==> src/rtl/knight_anim_ctrl.sv <==
// rtl/knight_anim_ctrl.sv - knight sprite walk-animation FSM and sprite ROM addressing
//
// Purpose:
//   Chooses which knight image ROM to display (idle or one of three walk
//   frames) and produces the per-pixel ROM address and sprite hit flag.
//   Animation state, position and facing change only at frame_tick, so one
//   displayed frame always uses one consistent set of sprite parameters.
//
// Ports:
//   vga_clk      in   pixel clock, sole clock
//   reset_n      in   synchronous active-low reset
//   frame_tick   in   one-cycle pulse at the start of vertical blank
//   walk_req     in   level, knight is moving horizontally
//   face_left    in   level, knight faces left
//   knight_x/y   in   [9:0] sprite top-left screen position
//   DrawX/DrawY  in   [9:0] current pixel coordinates
//   blank        in   high during the active display region
//   rom_sel      out  [1:0] 0 idle, 1 walk1, 2 walk2, 3 walk3
//   rom_address  out  [11:0] address into the selected sprite ROM
//   in_sprite    out  current pixel is inside the sprite box (registered)
//   anim_state   out  [1:0] 0 IDLE, 1 WALK, 2 STOP
//
// Configuration:
//   KNIGHT_MIRROR_EN  when defined, the sprite column is mirrored while the
//                     latched facing is left; otherwise face_left is ignored.

module knight_anim_ctrl #(
  parameter int SPR_W      = 50,
  parameter int SPR_H      = 64,
  parameter int FRAME_HOLD = 6
) (
  input  logic        vga_clk,
  input  logic        reset_n,
  input  logic        frame_tick,
  input  logic        walk_req,
  input  logic        face_left,
  input  logic [9:0]  knight_x,
  input  logic [9:0]  knight_y,
  input  logic [9:0]  DrawX,
  input  logic [9:0]  DrawY,
  input  logic        blank,
  output logic [1:0]  rom_sel,
  output logic [11:0] rom_address,
  output logic        in_sprite,
  output logic [1:0]  anim_state
);

  typedef enum logic [1:0] {
    ST_IDLE = 2'd0,
    ST_WALK = 2'd1,
    ST_STOP = 2'd2
  } state_t;

  localparam logic [3:0] HOLD_LAST = 4'(FRAME_HOLD - 1);

  state_t      state;
  state_t      state_next;
  logic [1:0]  sel_q;
  logic [1:0]  sel_next;
  logic [3:0]  hold_cnt;
  logic [3:0]  hold_next;

  logic [9:0]  lat_x;
  logic [9:0]  lat_y;
  logic        lat_face;

  logic [10:0] lx;
  logic [10:0] ly;
  logic        hit;
  logic [11:0] col;
  logic [11:0] addr_next;

  // State register, animation frame select and hold counter
  always_ff @(posedge vga_clk) begin
    if (!reset_n) begin
      state    <= ST_IDLE;
      sel_q    <= 2'd0;
      hold_cnt <= 4'd0;
    end else begin
      state    <= state_next;
      sel_q    <= sel_next;
      hold_cnt <= hold_next;
    end
  end

  // Next-state logic; everything holds unless this is a frame_tick cycle
  always_comb begin
    state_next = state;
    sel_next   = sel_q;
    hold_next  = hold_cnt;
    if (frame_tick) begin
      case (state)
        ST_IDLE: begin
          if (walk_req) begin
            state_next = ST_WALK;
            sel_next   = 2'd1;
            hold_next  = 4'd0;
          end else begin
            sel_next   = 2'd0;
          end
        end
        ST_WALK: begin
          if (!walk_req) begin
            // Keep showing the current walk image for the stop frame
            state_next = ST_STOP;
          end else if (hold_cnt == HOLD_LAST) begin
            // The tick after the counter has sat at FRAME_HOLD-1 advances the
            // image, so every walk image is shown for FRAME_HOLD ticks.
            hold_next = 4'd0;
            sel_next  = (sel_q == 2'd3) ? 2'd1 : sel_q + 2'd1;
          end else begin
            hold_next = hold_cnt + 4'd1;
          end
        end
        ST_STOP: begin
          hold_next = 4'd0;
          if (walk_req) begin
            state_next = ST_WALK;
            sel_next   = 2'd1;
          end else begin
            state_next = ST_IDLE;
            sel_next   = 2'd0;
          end
        end
        default: begin
          state_next = ST_IDLE;
          sel_next   = 2'd0;
          hold_next  = 4'd0;
        end
      endcase
    end
  end

  // Outputs
  always_comb begin
    anim_state = state;
    rom_sel    = sel_q;
  end

  // Position and facing snapshot, taken once per frame
  always_ff @(posedge vga_clk) begin
    if (!reset_n) begin
      lat_x    <= 10'd0;
      lat_y    <= 10'd0;
      lat_face <= 1'b0;
    end else if (frame_tick) begin
      lat_x    <= knight_x;
      lat_y    <= knight_y;
      lat_face <= face_left;
    end
  end

  // Offsets are taken at 11 bits so a pixel left of / above the sprite comes
  // out negative (bit 10 set) instead of wrapping around to a valid column.
  always_comb begin
    lx  = {1'b0, DrawX} - {1'b0, lat_x};
    ly  = {1'b0, DrawY} - {1'b0, lat_y};
    hit = !lx[10] && (lx[9:0] < 10'(SPR_W)) &&
          !ly[10] && (ly[9:0] < 10'(SPR_H));
  end

`ifdef KNIGHT_MIRROR_EN
  always_comb begin
    if (lat_face) col = 12'(SPR_W - 1) - {2'b0, lx[9:0]};
    else          col = {2'b0, lx[9:0]};
  end
`else
  logic unused_face;
  assign unused_face = lat_face;
  always_comb begin
    col = {2'b0, lx[9:0]};
  end
`endif

  always_comb begin
    addr_next = {2'b0, ly[9:0]} * 12'(SPR_W) + col;
  end

  // One-cycle pixel pipeline; misses and blanked pixels read address 0
  always_ff @(posedge vga_clk) begin
    if (!reset_n) begin
      in_sprite   <= 1'b0;
      rom_address <= 12'd0;
    end else begin
      in_sprite   <= blank && hit;
      rom_address <= (blank && hit) ? addr_next : 12'd0;
    end
  end

endmodule

==> config.mk <==
export PLATFORM = sky130hd
export DESIGN_NAME = knight_anim_ctrl
export DESIGN_NICKNAME = d
export VERILOG_FILES = /design/src/rtl/knight_anim_ctrl.sv
export SDC_FILE = /design/constraint.sdc
export NUM_CORES = 1
export LEC_CHECK = 0
export ABC_AREA = 0
export BUFFER_PORTS_ARGS = -buffer_cell sky130_fd_sc_hd__buf_2
export CAP_MARGIN = 5
export CORE_MARGIN = 2
export CORE_UTILIZATION = 45
export DETAILED_ROUTE_END_ITERATION = 8
export PLACE_DENSITY = 0.67
export SLEW_MARGIN = 5
export SYNTH_ARGS = -nofsm -noshare
export SYNTH_HDL_FRONTEND = slang
export SYNTH_SLANG_ARGS = --single-unit
==> constraint.sdc <==
create_clock -name vga_clk -period 14.8 [get_ports vga_clk]
set_input_delay 1.48 -clock vga_clk [delete_from_list [all_inputs] [get_ports vga_clk]]
set_output_delay 1.48 -clock vga_clk [all_outputs]
set_load 0.01 [all_outputs]
==> reports/results.txt <==
worst min-delay path class -> reg2reg
GP Congestion -> 0.8017
Final period util -> 39.29%
Crit. Startpoint -> DrawY[0]
actual slew at the worst max-slew pin -> 0.7817 ns
# fillers -> 746
CTS tree -> built
Slew Viols, Final -> 0
Crit Reg-Reg Startpoint -> lat_y[0]$_SDFFE_PN0P_
Setup crit end -> rom_address[11]$_SDFF_PN0_
flop2flop setup slack -> 9.96 ns
core box area -> 0.007607 mm²
fin crit period -> 5.816 ns
drt pass-1 iters -> 4
final wirelength -> 6.862 mm
Skew-Pair Late Insertion Delay -> 0.30 ns
Synth Register Bits -> 41
Detail Route Antenna Nets -> 0
total global-route track usage -> 16.97%
final setup vio count -> 0
Clock transition at path regs -> 0.09 ns
syn_area_per_cell -> 8.718 µm²
Syn Std Cell Area -> 0.003487 mm²
Die X -> 92.03 µm
final hold violation count -> 0
critical path buffer and inverter count -> 5
Static Leak -> 1.922 nW
Synth top area share -> 23.54%
Distinct cells, synth -> 52
Main synth FF type -> dfxtp_1
Post-synth EDFFs -> 0
vias in the first global route -> 2,730
Crit Path Class -> in2reg
count leader, synth -> inv_1
Worst setup SP type -> primary input
CTS max path bufs -> 2
R2R cell count -> 18
share of cells above drive strength 1 -> 19.09%
CTS Root Cell -> clkbuf_8
post-DP HPWL -> 5.748 mm
Max Cap Viol -> 0
# IOs -> 63
Chip Height -> 92.03 µm
largest net degree at the start of global routing -> 27
required time of the critical path -> 14.99 ns
Port-buffer cells -> 61
nets -> 567
Vias per Instance -> 5.030
Top delay family on crit path -> adder cells
asr flop ratio synth -> 0%
critical path's slowest cell -> or4b_2
Synth area leader -> dfxtp_1
initial DRC count -> 87
initial core utilization -> 45.84%
WP data arrival -> 6.00 ns
status -> completed
hold buffer count at cts -> 0
Post-Syn Instances -> 400
via count -> 2,832
first-pass GRT wire length -> 11.85 mm
Yosys warning total -> 0
top post-synthesis cells by count -> inv_1, ha_1, dfxtp_1, nor2b_1, mux2i_1
Post-CTS Setup Inserts -> 0
Setup crit end kind -> flip-flop
Max IR drop VDD -> 70.81 µV
CTS sink cnt -> 41
die area -> 0.008470 mm²
post_cts resized -> 0
Synth area leaders -> dfxtp_1, ha_1, mux2i_1
FMAX -> 172.0 MHz
crit path max fanout -> 7
number of H-tree levels -> 2
total grt overflow -> 0
cell breakdown of the critical path -> buf_2 -> inv_1 -> ha_1 -> inv_1 -> fa_1 -> a21o_1 -> a21oi_1 -> o21ai_0 -> xor2_1 -> ha_1 -> ha_1 -> inv_1 -> fa_1 -> inv_1 -> ha_1 -> or4b_2 -> o2111ai_1 -> a21boi_0 -> xnor2_1 -> nor2_2
tightest hold margin -> 0.4849 ns
DRC violations left -> 0
Num CTS Buffers -> 5
power per standard cell area -> 161.6 mW/mm²
number of diodes -> 0
RSZ-0062 raised after global routing -> no
Synth-to-Final Area Change -> 14.60%
slowest stage delay, CP -> 0.69 ns
critical path depth -> 20
wire per inst -> 12.19 µm
syn nets -> 507
initial antenna violation count -> 0
reg-to-reg endpoint -> rom_address[11]$_SDFF_PN0_
Max Clock Skew -> 0.01136 ns
Seq/Total Area, Yosys -> 23.54%
worst rel slew slack -> 47.57%
Rows -> 32
final setup TNS -> 0 ns
-- cell families after synthesis --
kind of cell	synth area share, %
compound gates	13.85
flops	23.54
fa+ha+maj	23.61
simple gates	16.79
buf+inv	7.571
mux	6.602
xor+xnor	8.037
-- area by class of cell --
cell class	instances	area, µm²	area share [%]
clock buffers	5	68.82	1.722
clock inverters	3	46.29	1.158
inverters	60	225.2	5.636
multi-input cells	291	2402	60.11
flip-flops and latches	41	820.8	20.54
well taps	102	127.6	3.193
repair buffers	61	305.3	7.639
-- sequential cells by signal (all words and copies together), names as in the netlist --
name         cells
anim_state       2
hold_cnt         4
in_sprite        1
lat_x           10
lat_y           10
rom_address     12
rom_sel          2
-- report_power, final --
| part | switching, mW | internal, mW |
|---|---|---|
| registers | 0.00249 | 0.114 |
| clock network | 0.0443 | 0.0506 |
| logic | 0.237 | 0.197 |
-- metal layers --
layer	up-vias	GRT usage [%]	share of wire (%)
li1	1467	-	-
met4	0	4.353	1.5
met3	10	4.108	6.0
met2	73	28.62	46
met5	-	0	0
met1	1282	21.79	47
-- worst min path at each step --
stage                     depth (start not counted)  slack, ns                       end                startpoint
after global routing                              2       0.52   rom_sel[1]$_SDFFE_PN0P_   rom_sel[1]$_SDFFE_PN0P_
after global placement                            2       0.48   rom_sel[1]$_SDFFE_PN0P_   rom_sel[1]$_SDFFE_PN0P_
after CTS                                         2       0.50   rom_sel[1]$_SDFFE_PN0P_   rom_sel[1]$_SDFFE_PN0P_
after detailed placement                          2       0.48   rom_sel[1]$_SDFFE_PN0P_   rom_sel[1]$_SDFFE_PN0P_
final                                             2       0.48   rom_sel[1]$_SDFFE_PN0P_   rom_sel[1]$_SDFFE_PN0P_
after floorplan                                   2       0.47  hold_cnt[3]$_SDFFE_PN0P_  hold_cnt[3]$_SDFFE_PN0P_
-- worst reg2reg max path: stages, from the launching register on --
cell       delay, ns
dfxtp_1         0.34
ha_1            0.16
inv_1           0.05
fa_1            0.39
a21o_1          0.17
a21oi_1         0.35
o21ai_0         0.18
xor2_1          0.19
ha_1            0.31
ha_1            0.28
inv_1           0.05
fa_1            0.53
inv_1           0.04
ha_1            0.36
or4b_2          0.70
o2111ai_1       0.16
a21boi_0        0.26
xnor2_1         0.16
nor2_2          0.04
-- placed cells by master, fill, tap and decap left out, drive strengths merged, types with 8 or more instances in the layout --
| cell type | n |
|---|---|
| fa | 8 |
| ha | 53 |
| xor2 | 11 |
| o21ai | 18 |
| nor2b | 28 |
| buf | 61 |
| nand2 | 13 |
| xnor2 | 21 |
| mux2i | 23 |
| inv | 60 |
| a21oi | 18 |
| nor2 | 28 |
| dfxtp | 41 |
| nand2b | 8 |
-- through the flow --
step	power [mW]	utilization [%]	area, µm²	setup WS, ns	instances
after global placement	0.5381	51.02	3881	8.703	555
final	0.6457	52.53	3996	8.984	563
after floorplan	0.4789	-	3487	9.064	400
after global routing	0.7166	52.53	3996	8.728	563
after detailed placement	0.5542	51.02	3881	8.653	555
after CTS	0.6527	52.53	3996	8.963	563
Note: power is estimated with default switching activity, not from simulation.
